**src/rtl/sc_lane_shift_scheduler.sv**
```systemverilog
// sc_lane_shift_scheduler
// Background lane scheduler for the Frogger playfield. A shared prescaler
// produces a tick in RUN; each lane counts ticks against its own period and
// issues a one-clock shift code in its fixed direction. A falling edge on the
// movement button forces every enabled lane to shift at once. startGame low
// pauses everything with counters frozen. All outputs are registered one
// clock after the cycle in which the decision is made.
module sc_lane_shift_scheduler #(
  parameter int                 N_LANES   = 4,
  parameter int                 CNT_W     = 8,
  parameter int                 PRESC_MAX = 50000,
  parameter int                 PRESC_W   = 16,
  parameter logic [N_LANES-1:0] DIR_MASK  = 4'b0101
) (
  input  logic                       SC_STATEMACHINEBACKG_CLOCK_50,
  input  logic                       SC_STATEMACHINEBACKG_RESET_InHigh,
  input  logic                       SC_STATEMACHINEBACKG_startGame_InLow,
  input  logic                       SC_STATEMACHINEBACKG_movement_InLow,
  input  logic [N_LANES*CNT_W-1:0]   lane_period_InBus,
  output logic [2*N_LANES-1:0]       shiftselection_OutBus,
  output logic                       upcount_OutLow,
  output logic                       running_Out
);

  typedef enum logic [1:0] {
    ST_RESET = 2'd0,
    ST_LOAD  = 2'd1,
    ST_RUN   = 2'd2,
    ST_PAUSE = 2'd3
  } state_t;

  localparam logic [PRESC_W-1:0] PRESC_LAST = PRESC_W'(PRESC_MAX - 1);

  localparam logic [1:0] SEL_HOLD  = 2'b11;
  localparam logic [1:0] SEL_LEFT  = 2'b10;
  localparam logic [1:0] SEL_RIGHT = 2'b01;
  localparam logic [1:0] SEL_LOAD  = 2'b00;

  state_t               state_r;
  state_t               state_nxt_s;
  logic [PRESC_W-1:0]   presc_r;
  logic [PRESC_W-1:0]   presc_nxt_s;
  logic [CNT_W-1:0]     cnt_r      [N_LANES];
  logic [CNT_W-1:0]     cnt_nxt_s  [N_LANES];
  logic [CNT_W-1:0]     period_s   [N_LANES];
  logic [N_LANES-1:0]   shift_s;
  logic                 mov_prev_r;
  logic                 run_en_s;
  logic                 tick_s;
  logic                 forced_s;
  logic [2*N_LANES-1:0] sel_nxt_s;
  logic [2*N_LANES-1:0] sel_r;
  logic                 upcount_r;
  logic                 running_r;

  // Next-state logic: LOAD lasts one clock, then startGame level picks RUN or PAUSE.
  always_comb begin
    state_nxt_s = state_r;
    case (state_r)
      ST_RESET: state_nxt_s = ST_LOAD;
      ST_LOAD: begin
        if (SC_STATEMACHINEBACKG_startGame_InLow) begin
          state_nxt_s = ST_RUN;
        end else begin
          state_nxt_s = ST_PAUSE;
        end
      end
      ST_RUN: begin
        if (SC_STATEMACHINEBACKG_startGame_InLow) begin
          state_nxt_s = ST_RUN;
        end else begin
          state_nxt_s = ST_PAUSE;
        end
      end
      ST_PAUSE: begin
        if (SC_STATEMACHINEBACKG_startGame_InLow) begin
          state_nxt_s = ST_RUN;
        end else begin
          state_nxt_s = ST_PAUSE;
        end
      end
      default: state_nxt_s = ST_RESET;
    endcase
  end

  // Prescaler, tick/forced decisions, per-lane counters and shift codes.
  always_comb begin
    // A pause request arriving in RUN wins over a tick in the same clock.
    run_en_s    = (state_r == ST_RUN) && SC_STATEMACHINEBACKG_startGame_InLow;
    tick_s      = run_en_s && (presc_r == PRESC_LAST);
    forced_s    = run_en_s && mov_prev_r && !SC_STATEMACHINEBACKG_movement_InLow;
    presc_nxt_s = presc_r;
    shift_s     = '0;
    sel_nxt_s   = '1;
    if (tick_s) begin
      presc_nxt_s = '0;
    end else if (run_en_s) begin
      presc_nxt_s = presc_r + PRESC_W'(1);
    end else begin
      presc_nxt_s = presc_r;
    end
    for (int i = 0; i < N_LANES; i++) begin
      period_s[i]  = lane_period_InBus[i*CNT_W +: CNT_W];
      cnt_nxt_s[i] = cnt_r[i];
      if (period_s[i] == '0) begin
        // Frozen lane: counter pinned at zero, forced shifts ignored.
        cnt_nxt_s[i] = '0;
      end else if (forced_s) begin
        // A forced shift absorbs any coincident natural shift: one pulse only.
        cnt_nxt_s[i] = '0;
        shift_s[i]   = 1'b1;
      end else if (tick_s) begin
        // >= so that a period lowered below the current count wraps promptly.
        if (cnt_r[i] >= (period_s[i] - CNT_W'(1))) begin
          cnt_nxt_s[i] = '0;
          shift_s[i]   = 1'b1;
        end else begin
          cnt_nxt_s[i] = cnt_r[i] + CNT_W'(1);
        end
      end else begin
        cnt_nxt_s[i] = cnt_r[i];
      end
      if (state_r == ST_LOAD) begin
        sel_nxt_s[2*i +: 2] = SEL_LOAD;
      end else if (shift_s[i]) begin
        if (DIR_MASK[i]) begin
          sel_nxt_s[2*i +: 2] = SEL_LEFT;
        end else begin
          sel_nxt_s[2*i +: 2] = SEL_RIGHT;
        end
      end else begin
        sel_nxt_s[2*i +: 2] = SEL_HOLD;
      end
    end
  end

  // State, counters, edge detector and registered outputs.
  always_ff @(posedge SC_STATEMACHINEBACKG_CLOCK_50 or posedge SC_STATEMACHINEBACKG_RESET_InHigh) begin
    if (SC_STATEMACHINEBACKG_RESET_InHigh) begin
      state_r    <= ST_RESET;
      presc_r    <= '0;
      mov_prev_r <= 1'b1;
      sel_r      <= '1;
      upcount_r  <= 1'b1;
      running_r  <= 1'b0;
      for (int i = 0; i < N_LANES; i++) begin
        cnt_r[i] <= '0;
      end
    end else begin
      state_r    <= state_nxt_s;
      presc_r    <= presc_nxt_s;
      mov_prev_r <= SC_STATEMACHINEBACKG_movement_InLow;
      sel_r      <= sel_nxt_s;
      upcount_r  <= !tick_s;
      running_r  <= run_en_s;
      for (int i = 0; i < N_LANES; i++) begin
        cnt_r[i] <= cnt_nxt_s[i];
      end
    end
  end

  assign shiftselection_OutBus = sel_r;
  assign upcount_OutLow        = upcount_r;
  assign running_Out           = running_r;

endmodule

```
**config.mk**
```make
export PLATFORM = sky130hd
export DESIGN_NAME = sc_lane_shift_scheduler
export DESIGN_NICKNAME = d
export VERILOG_FILES = /design/src/rtl/sc_lane_shift_scheduler.sv
export SDC_FILE = /design/constraint.sdc
export NUM_CORES = 1
export LEC_CHECK = 0
export ABC_AREA = 1
export BUFFER_PORTS_ARGS = -buffer_cell sky130_fd_sc_hd__buf_2
export CORE_UTILIZATION = 50
export DETAILED_ROUTE_END_ITERATION = 12
export GPL_TIMING_DRIVEN = 0
export PLACE_DENSITY = 0.69
export SLEW_MARGIN = 20
export SYNTH_ARGS = -nofsm -noshare
export SYNTH_HDL_FRONTEND = slang
export SYNTH_SLANG_ARGS = --single-unit
```
**constraint.sdc**
```tcl
create_clock -name SC_STATEMACHINEBACKG_CLOCK_50 -period 2 [get_ports SC_STATEMACHINEBACKG_CLOCK_50]
set_clock_uncertainty 0.1 [all_clocks]
set_input_delay 0 -clock SC_STATEMACHINEBACKG_CLOCK_50 [delete_from_list [all_inputs] [get_ports SC_STATEMACHINEBACKG_CLOCK_50]]
set_output_delay 0 -clock SC_STATEMACHINEBACKG_CLOCK_50 [all_outputs]
set_load 0.02 [all_outputs]
```
# [After elaboration in Yosys (flattened, before gate mapping)]
# Cells that the tools add are included.
[classes] add_sub_neg=9 n_eq_ne=4 reduce_logical=17 muxes=44 order_cmp=4
[op_table] cell="$mux 8" n=16
[op_table] cell="$add 8x1->8 const B" n=4
[op_table] cell="$ge 8x8->1" n=4
[op_table] cell="$logic_not 8->1" n=4
[op_table] cell="$mux 16" n=2
[op_table] cell="$sub 8x1->8 const B" n=4
[op_table] cell="$mux 1" n=19
[op_table] cell="$add 16x1->16 const B" n=1
[op_table] cell="$eq 16x16->1 const B" n=1
[op_table] cell="$mux 2" n=6
[op_table] cell="$reduce_bool 3->1" n=4
[op_table] cell="$eq 2x2->1 const B" n=2
[op_table] cell="$logic_and 1x1->1" n=4
[op_table] cell="$pmux 2 s2" n=1
[op_table] cell="$reduce_or 3->1" n=1
[op_table] cell="$eq 2x1->1 const B" n=1
[op_table] cell="$logic_not 1->1" n=2
[op_table] cell="$logic_not 2->1" n=1
[op_table] cell="$reduce_bool 2->1" n=1
[totals] out_inout_bits=10 wordCells=88 in_bits=36 register_bits=61

# [Logic depth before layout (Yosys ltp)]
# Gate-level depths: netlist (run 1).
[depth] depth_word=8 depth_mapped=14 mapped_depth_nobuf=14

# [Least setup slack after synthesis (run 1)]
# Ideal clock, no wire load.
[synth_timing] path_type="in2reg" startpoint="input lane_period_InBus[0]" endpoint="register cnt_r[24] in the netlist's numbering" required_time_ps=1822 setup_ps=78 setup_slack_ps=202 arrival_time_ps=1621 path_buffers=0 stages=11 cell_sequence="nor2_1 > nand2_1 > nor2_1 > nand3_1 > xor2_1 > ha_1 > a21oi_1 > o21a_1 > a21boi_0 > nand3_1 > o21ai_1"
[synth_via] elab_chain_cells=6 word_cells_on_any_way=8 classes_between="add/sub (1); order compare (1); mux (4); reduce/logical (2)"
[synth_lines] item="start, declared" line_no="19" rtl="input logic [N_LANES*CNT_W-1:0] lane_period_InBus,"
[synth_lines] item="$sub 8x1->8" line_no="114" rtl="if (cnt_r[i] >= (period_s[i] - CNT_W'(1))) begin"
[synth_lines] item="$ge 8x8->1" line_no="114"
[synth_lines] item="$mux 8" line_no="114"
[synth_lines] item="$mux 8" line_no="112" rtl="end else if (tick_s) begin"
[synth_lines] item="$mux 8" line_no="108" rtl="end else if (forced_s) begin"
[synth_lines] item="$mux 8" line_no="105" rtl="if (period_s[i] == '0) begin"
[synth_lines] item="end signal, assigned by index" line_no="157" rtl="cnt_r[i] <= cnt_nxt_s[i];"
[synth_lines] item="end, declared" line_no="43" rtl="logic [CNT_W-1:0] cnt_r [N_LANES];"
# Several ways; a longest one is shown, not always the timed one. The select of a mux whose other input is x is not followed.
# A chain may end at the register's enable or synchronous reset.

# [Worst setup path in the final report (run 1)]
[layout_timing] startpoint="register cnt_r[29] in the netlist's numbering" endpoint="register cnt_r[24] in the netlist's numbering"
[layout_via] elab_chain_cells=5
[layout_lines] item="$ge 8x8->1" line_no="114"
[layout_lines] item="$mux 8" line_no="114"
[layout_lines] item="$mux 8" line_no="112"
[layout_lines] item="$mux 8" line_no="108"
[layout_lines] item="$mux 8" line_no="105"
# No other way between the ends. The select of a mux whose other input is x is not followed.

==> results of run 1 <==
-- sequential cells by signal (all words and copies together), names as in the netlist --
| register | cells |
|---|---|
| presc_r | 16 |
| shiftselection_OutBus | 5 |
| upcount_OutLow | 1 |
| mov_prev_r | 1 |
| state_r | 2 |
| cnt_r | 32 |
| running_Out | 1 |
-- final cells by class --
type | count | share of cell area (%)
multi-input combinational | 484 | 50.3
clock inverter | 4 | 1.86
sequential | 58 | 27.5
timing repair buffer | 50 | 5.51
inverter | 114 | 8.10
tap | 108 | 2.54
clock buffer | 12 | 2.73
buffer | 10 | 1.46
-- kinds of logic after synthesis --
| kind of cell | count (synthesis) | synth area share, % |
|---|---|---|
| fa+ha+maj | 45 | 12.2 |
| xor+xnor | 32 | 6.06 |
| flops | 58 | 31.6 |
| buf+inv | 124 | 10.9 |
| compound gates | 60 | 7.25 |
| simple gates | 347 | 32.0 |
-- worst paths after layout --
kind / endpoint
max in group asynchronous: mov_prev_r
max: cnt_r[24]
min: shiftselection_OutBus[4]
max reg2reg: cnt_r[24]
min reg2reg: presc_r[12]
min in group asynchronous: cnt_r[13]
-- repair_timing --
item	in CTS	in global routing
hold endpoints to repair	61	0
hold buffers	4	0
resized for setup	1	4
endpoints found under the setup margin	4	8
-- per-layer routing --
| layer | global-route usage (%) | vias up | share of wire (%) |
|---|---|---|---|
| met5 | 0 | - | 0 |
| met4 | 5.86 | 0 | 0.79 |
| met3 | 5.01 | 6 | 3.5 |
| met2 | 37.4 | 52 | 48 |
| met1 | 27.8 | 1955 | 48 |
| li1 | - | 2206 | - |
-- placed cells by master, fill, tap and decap left out, types with 2 or more instances in the layout --
cell type	n
nand2_1	174
inv_1	111
nor2_1	73
nand3_1	57
dfrtp_1	51
buf_2	47
ha_1	45
a21oi_1	32
xor2_1	24
nor3_1	17
o21ai_0	10
clkbuf_8	10
xnor2_1	8
nand4_1	8
o21a_1	7
dfstp_2	7
buf_4	6
o21ai_1	5
nand2_2	5
dlygate4sd3_1	4
nor2_2	3
bufinv_16	3
nand3b_1	2
o21ai_2	2
a21boi_2	2
nand3_2	2
or2_2	2
nor2_4	2
buf_6	2
inv_2	2
clkbuf_1	2
-- power by group through the flow --
stage / clock network [mW] / registers (mW) / logic, mW
2_1_floorplan: 0 / 1.54 / 0.878
3_3_place_gp: 0 / 1.60 / 1.06
3_5_place_dp: 0 / 1.60 / 1.12
4_1_cts: 1.38 / 1.58 / 1.14
5_1_grt: 1.42 / 1.61 / 1.35
6_report: 1.35 / 1.58 / 1.15
-- critical path, cell delays in order (launching register included) --
cell      delay (ns)
dfrtp_1         0.42
ha_1            0.34
a21oi_1         0.18
o21a_1          0.27
a21boi_2        0.29
nand3_1         0.09
o21ai_1         0.08
==> out/metrics.cfg, run 1 <==
[worst_setup_path]
arrival_ns=2.01
cp-start-kind=flop
r2r_setup_slack_ns=0.16
setup.worst_path.start=cnt_r[29]
worstSetupPathType=reg2reg
critPathCaptureType=flop
cp_data_required_time_ns=2.17
cp_max_fo=6
r2r_cells=6
timing.rr.start=cnt_r[29]

[power]
combPwrFrac_pct=28.1
intPower_mw=2.70
power_frac_seq_pct=38.8
p_leak_nw=2.98
pwr-share-clk_pct=33.2
p_sw_mw=1.38
p_total_mw=4.08
swShare_pct=33.9
peakVddDrop_v=0.000440
power.density_mw_per_mm2=769

[place]
dp_slack_ns=-0.310
place_area_sq_mm=0.00502
gp_congestion=0.845
post-place-cells=820
portBuffers=45
place_hpwl_um=7570

[floorplan]
die_x_um=98.2
initial_core_util_pct=52.3
design.die.area_sq_mm=0.00964
ios=46
num_rows=34
dieHeight_um=98.2
core_sq_mm=0.00885

[synth]
synth_most_common_cell=nand2_1
synth_nets=747
synth_edf_count=0
yosys_most_used_dff=dfrtp_1
yosys-top-cells-area=dfrtp_1, nand2_1, ha_1, inv_1, nand3_1
ys.warnings.count=0
ys_seq_elements=58
synthArstFlopShare_pct=100
netlist_instances=666
synth_area_per_cell_sq_um=6.95
yosys.area.top_type=dfrtp_1
syn_area_sq_mm=0.00463
ys_seq_area_share_pct=31.6
netlist.area_leader.share_pct=27.6
yosysUniqueCellTypes=30
ys_top_cells_by_count=nand2_1, inv_1, nor2_1, nand3_1, dfrtp_1

[route]
viasPerCell=5.02
drt-total-wl_um=9790
wire_per_inst_um=11.6
drc_errors=1
firstDrtPassIters=11
vias=4219
ant_nets=0
drtIter0Drc=200

[clock_tree]
htreeDepth=3
insertion_delay_ns=0.35
cts_root_buffer=clkbuf_8
clkTransAtPathRegs_ns=0.07
clock_path_buffers=2
postCtsSetupRepairBufs=0
cts_made_buffers=9
numClockSinks=58
cts_tree=yes

[sta]
drv_slew=0
finalHoldViolCount=0
setup_viol_count_final=0
hold_slack_ns=0.0247
period_needed_ns=1.84
relSlewSlack_pct=69.3
rsz0062_at_grt=no
fin_ws_ns=0.158
tightest_slew_ns=0.459
period_share_pct=92.1
clock.fmax_ghz=0.543
fin_tns_setup_ns=0

[min_path]
min_path_cells=6
worstHoldStart=lane_period_InBus[20]
hold_class=in2reg

[final_layout]
multiInputGateArea_sq_mm=0.00267
ff_latch_area_sq_mm=0.00146
layout.nets=808
num-fill-cells=835
utilization_pct=60.0
area_growth_pct=14.8
drive_gt1_share_pct=13.5
fin_cells=840
stdcell_area_sq_mm=0.00531
num_antenna_cells=0

[global_route]
grt_pass1_vias=4008
grt_pass1_wl_um=17100
grt_max_degree=51
antenna_found_initial=0
grt_use_total_pct=21.9
overflow=0

[run_status]
status=complete, but fails checks
violations=design-rule violations

[flow_run]
drv_cap=0

(Power assumes the default switching activity.)
==> inputs of run 2 (changes only) <==
--- a/config.mk
+++ b/config.mk
@@ -11,6 +11,7 @@
 export DETAILED_ROUTE_END_ITERATION = 12
 export GPL_TIMING_DRIVEN = 0
 export PLACE_DENSITY = 0.69
+export REMOVE_ABC_BUFFERS = 1
 export SLEW_MARGIN = 20
 export SYNTH_ARGS = -nofsm -noshare
 export SYNTH_HDL_FRONTEND = slang
==> constraint.sdc (replaced) <==
create_clock -name SC_STATEMACHINEBACKG_CLOCK_50 -period 2.14 [get_ports SC_STATEMACHINEBACKG_CLOCK_50]
set_clock_uncertainty 0.1 [all_clocks]
set_input_delay 0 -clock SC_STATEMACHINEBACKG_CLOCK_50 [delete_from_list [all_inputs] [get_ports SC_STATEMACHINEBACKG_CLOCK_50]]
set_output_delay 0 -clock SC_STATEMACHINEBACKG_CLOCK_50 [all_outputs]
set_load 0.02 [all_outputs]
==> run 2 against run 1 <==
Global-route usage down 0.82 points. Wire length shrank 5.2%. Die area unchanged. Clock-buffer cell count decreased by 3. Register-to-register slack is essentially flat. Via count down 1.8%. Critical endpoint unchanged. Core utilization down 0.75 points. Highest routed layer unchanged. Sequential share of layout area increased by 0.35 points. The run still ends with design-rule violations left.
==> out/metrics.cfg, run 2 (synthesis gave the netlist of run 1 again) <==
[final_layout]
final_common_cell=nand2_1
drive_gt1_share_pct=12.9
utilization_pct=59.3
layout.nets=799
num_antenna_cells=0
regMostFlops=cnt_r
num-fill-cells=812
largest_reg_flops=32
final_cell_mix=nand2_1, inv_1, nor2_1
area_growth_pct=13.4

[floorplan]
core_sq_mm=0.00885
initial_core_util_pct=52.3
dieHeight_um=98.2
design.die.area_sq_mm=0.00964
num_rows=34
ios=46
die_x_um=98.2

[sta]
relSlewSlack_pct=65.9
setup_viol_count_final=0
clock.fmax_ghz=0.502
tightest_slew_ns=0.510
rsz0062_at_grt=no
period_needed_ns=1.99
fin_ws_ns=0.149
finalHoldViolCount=0
fin_tns_setup_ns=0
drv_slew=0
period_share_pct=93.1

[place]
portBuffers=45
place_hpwl_um=7210
gp_congestion=0.843
dp_slack_ns=-0.115

[route]
firstDrtPassIters=8
drt-total-wl_um=9270
ant_nets=0
drc_errors=2
viasPerCell=4.98
drtIter0Drc=139
wire_per_inst_um=11.2
vias=4142

[worst_setup_path]
arrival_ns=2.15
cp_data_required_time_ns=2.30
timing.rr.start=cnt_r[31]
r2r_end=cnt_r[24]
r2r_cells=6
crit_end=cnt_r[24]
critPathCaptureType=flop
cp-start-kind=flop
cp_max_fo=6
r2r_setup_slack_ns=0.15
setup.worst_path.start=cnt_r[31]
worstSetupPathType=reg2reg

[global_route]
grt_pass1_wl_um=16700
grt_max_degree=55
antenna_found_initial=0
grt_pass1_vias=4045
overflow=0
grt_use_total_pct=21.0

[power]
peakVddDrop_v=0.000297
p_leak_nw=2.96
p_total_mw=3.63
power.density_mw_per_mm2=691

[min_path]
hold_class=in2reg

[clock_tree]
cts_root_buffer=clkbuf_8
cts_made_buffers=9
numClockSinks=58
clock_path_buffers=2
cts_tree=yes
postCtsSetupRepairBufs=0
clkTransAtPathRegs_ns=0.07
insertion_delay_ns=0.34
htreeDepth=3

[flow_run]
drv_cap=0

[run_status]
violations=design-rule violations
status=complete, but fails checks

-- run 2: timing repair --
item	CTS	global route
endpoints found under the hold margin	63	0
endpoints found under the setup margin	20	22
hold buffers	6	0
pin swaps	0	8
gates resized for setup	1	10
-- run 2: worst min path at each step --
stage	slack, ns	startpoint	endpoint	depth (start not counted)
2_1_floorplan	-0.1	SC_STATEMACHINEBACKG_movement_InLow	mov_prev_r	0
3_3_place_gp	0.02	SC_STATEMACHINEBACKG_movement_InLow	mov_prev_r	1
3_5_place_dp	-0.22	SC_STATEMACHINEBACKG_RESET_InHigh	cnt_r[20]	2
4_1_cts	0.03	lane_period_InBus[23]	cnt_r[14]	7
5_1_grt	0.09	lane_period_InBus[23]	cnt_r[14]	7
6_report	0.05	lane_period_InBus[30]	shiftselection_OutBus[7]	6
-- run 2: report_power, final --
part	internal (mW)	total, mW	switching, mW
logic	0.421	1.04	0.623
clock network	0.652	1.10	0.448
registers	1.28	1.48	0.197
-- run 2: through the flow --
step | instances | hold slack (ns) | area, sq um
after CTS | 832 | 0.0337 | 5220
after detailed placement | 810 | -0.215 | 4940
after global placement | 809 | 0.0179 | 4910
final | 831 | 0.0508 | 5250
after global routing | 831 | 0.0882 | 5250
after floorplan | 656 | -0.0955 | 4550
-- run 2: routing by layer --
| layer | part of all wire (%) | GRT usage, % | up-vias |
|---|---|---|---|
| li1 | - | - | 2203 |
| met1 | 47 | 25.4 | 1871 |
| met2 | 50 | 37.6 | 61 |
| met3 | 2.6 | 4.01 | 7 |
| met4 | 0.93 | 7.00 | 0 |
| met5 | 0 | 0 | - |
-- run 2: worst max-delay path, cell delays in order, from the launching register on --
cell and delay (ns):
dfrtp_1 0.42, ha_1 0.32, a21oi_1 0.16, o21a_1 0.25
a21boi_0 0.44, nand3_1 0.11, o21ai_1 0.11
-- run 2: cell type report --
class                   count  area [sq um]  share of cell area, %
clock inverters             7          93.8                   1.79
multi-input cells         484          2690                   51.3
inverters                 114           430                   8.21
repair buffers             51           310                   5.92
well taps                 108           135                   2.58
flip-flops and latches     58          1460                   27.8
clock buffers               9           124                   2.36
==> inputs of run 3 (changes only) <==
--- a/config.mk
+++ b/config.mk
@@ -5,12 +5,11 @@
 export SDC_FILE = /design/constraint.sdc
 export NUM_CORES = 1
 export LEC_CHECK = 0
-export ABC_AREA = 1
 export BUFFER_PORTS_ARGS = -buffer_cell sky130_fd_sc_hd__buf_2
 export CORE_UTILIZATION = 50
 export DETAILED_ROUTE_END_ITERATION = 12
 export GPL_TIMING_DRIVEN = 0
-export PLACE_DENSITY = 0.69
+export PLACE_DENSITY = 0.7
 export REMOVE_ABC_BUFFERS = 1
 export SLEW_MARGIN = 20
 export SYNTH_ARGS = -nofsm -noshare
--- a/constraint.sdc
+++ b/constraint.sdc
@@ -2,4 +2,4 @@
 set_clock_uncertainty 0.1 [all_clocks]
 set_input_delay 0 -clock SC_STATEMACHINEBACKG_CLOCK_50 [delete_from_list [all_inputs] [get_ports SC_STATEMACHINEBACKG_CLOCK_50]]
 set_output_delay 0 -clock SC_STATEMACHINEBACKG_CLOCK_50 [all_outputs]
-set_load 0.02 [all_outputs]
+set_load 0.1 [all_outputs]
==> run 3 against run 2 <==
Critical endpoint is now cnt_r[18]. First-iteration DRC count up 37%. Via count down 11%. Clock-buffer cell count up 2. Cell area down 7.1%. Sequential share of layout area up 2.1 points. The flow still finishes with violations (design-rule violations). Largest power group unchanged.
==> out/metrics.cfg, run 3 <==
[run_status]
status=complete, but fails checks
violations=design-rule violations

[final_layout]
area_growth_pct=16.4
num_antenna_cells=0
layout.nets=619
final_cell_mix=nand2_1, nand3_1, dfrtp_1
num-fill-cells=718
drive_gt1_share_pct=18.0
utilization_pct=59.6
regMostFlops=cnt_r
final_common_cell=nand2_1
largest_reg_flops=32

[synth]
ys_seq_elements=58
yosys.area.top_type=dfrtp_1
yosysUniqueCellTypes=48
synth_area_per_cell_sq_um=8.74
synth_edf_count=0
ys_top_cells_by_count=nand2_1, nand3_1, dfrtp_1, ha_1, nor2_1
syn_area_sq_mm=0.00419
yosys-top-cells-area=dfrtp_1, ha_1, nand3_1, nand2_1, dfstp_2
ys.warnings.count=0
synth_most_common_cell=nand2_1
ys_seq_area_share_pct=34.9
netlist_instances=479
synthArstFlopShare_pct=100
yosys_most_used_dff=dfrtp_1
netlist.area_leader.share_pct=30.5

[worst_setup_path]
cp-start-kind=flop
critPathCaptureType=flop
cp_data_required_time_ns=2.29
r2r_cells=6
r2r_setup_slack_ns=0.08
arrival_ns=2.20
cp_max_fo=13
worstSetupPathType=reg2reg

[floorplan]
ios=46
design.die.area_sq_mm=0.00875
num_rows=33
die_x_um=93.5
core_sq_mm=0.00818
initial_core_util_pct=51.2
dieHeight_um=93.5

[global_route]
grt_use_total_pct=21.4
antenna_found_initial=0
grt_pass1_vias=3381
overflow=0
grt_max_degree=59
grt_pass1_wl_um=14800

[route]
firstDrtPassIters=9
ant_nets=0
wire_per_inst_um=13.7
viasPerCell=5.72
drtIter0Drc=190
drt-total-wl_um=8900
vias=3705
drc_errors=2

[power]
p_leak_nw=2.17
power.density_mw_per_mm2=524
p_total_mw=2.55
peakVddDrop_v=0.000312

[place]
portBuffers=45
place_hpwl_um=5950
gp_congestion=0.759
dp_slack_ns=-0.751

[clock_tree]
clkTransAtPathRegs_ns=0.07
insertion_delay_ns=0.34
htreeDepth=3
cts_made_buffers=9
numClockSinks=58
clock_path_buffers=2
cts_tree=yes
cts_root_buffer=clkbuf_8

[sta]
fin_tns_setup_ns=0
period_needed_ns=2.06
relSlewSlack_pct=53.3
finalHoldViolCount=0
tightest_slew_ns=0.701
drv_slew=0
clock.fmax_ghz=0.487
setup_viol_count_final=0
period_share_pct=96.0
fin_ws_ns=0.0847

[min_path]
hold_class=in2reg
min_path_cells=5

[flow_run]
drv_cap=0

==> run 3: critical path: stages, from the launching register on <==
cell and delay (ns):
dfrtp_1 0.44, ha_1 0.33, a211oi_1 0.22, o21ai_1 0.13, a21oi_4 0.34, a31oi_1 0.15, a311oi_2 0.25
==> run 3: through the flow <==
| stage | hold slack, ns | cells | area (sq um) |
|---|---|---|---|
| 6_report | 0.211 | 648 | 4870 |
| 5_1_grt | 0.233 | 648 | 4870 |
| 4_1_cts | 0.185 | 644 | 4790 |
| 3_5_place_dp | 0.0360 | 613 | 4390 |
| 3_3_place_gp | 0.0365 | 613 | 4390 |
| 2_1_floorplan | -0.0955 | 463 | 4040 |
==> run 3: power by group <==
part / total [mW] / switching, mW / internal [mW]
clock network: 1.05 / 0.453 / 0.595
logic: 0.316 / 0.183 / 0.133
registers: 1.19 / 0.0453 / 1.14
total: 2.55 / 0.681 / 1.87
==> run 3: path summary, 6_finish.rpt <==
| path | from | endpoint |
|---|---|---|
| setup / recovery | cnt_r[18] | cnt_r[18] |
| hold reg to reg | presc_r[15] | presc_r[15] |
| min in group asynchronous | SC_STATEMACHINEBACKG_RESET_InHigh | cnt_r[21] |
| max in group asynchronous | SC_STATEMACHINEBACKG_RESET_InHigh | cnt_r[9] |
| setup reg to reg | cnt_r[18] | cnt_r[18] |
| hold / removal | lane_period_InBus[6] | cnt_r[25] |
==> run 3: area by class of cell <==
cell class | count | area (sq um) | area share, %
multi-input cells | 388 | 2580 | 52.9
flip-flops and latches | 58 | 1460 | 30.0
repair buffers | 63 | 428 | 8.78
clock buffers | 11 | 151 | 3.11
well taps | 105 | 131 | 2.70
inverters | 18 | 72.6 | 1.49
clock inverters | 5 | 52.6 | 1.08
==> run 3: kinds of logic (layout without fill, tap and decap cells) <==
family / count (synthesis) / after routing / share of synthesized area, %
simple gates: 224 / 225 / 26.9
buf+inv: 34 / 97 / 5.26
xor+xnor: 36 / 36 / 7.53
mux: 1 / 1 / 0.239
compound gates: 81 / 81 / 11.7
flops: 58 / 58 / 34.9
fa+ha+maj: 45 / 45 / 13.4
==> run 3: repair_timing <==
action,4_1_cts,5_1_grt
gates cloned,1,0
endpoints found under the setup margin,38,25
hold endpoints to repair,60,0
pin swaps,0,3
hold buffers,12,0
buffers inserted,2,4
gates resized for setup,10,3
==> run 3: routing by layer <==
layer	part of all wire, %	wire length, um	track usage, %
met5	0	0	0
met4	1.7	148	8.21
met2	49	4340	36.8
met3	3.9	343	3.17
met1	46	4070	26.9
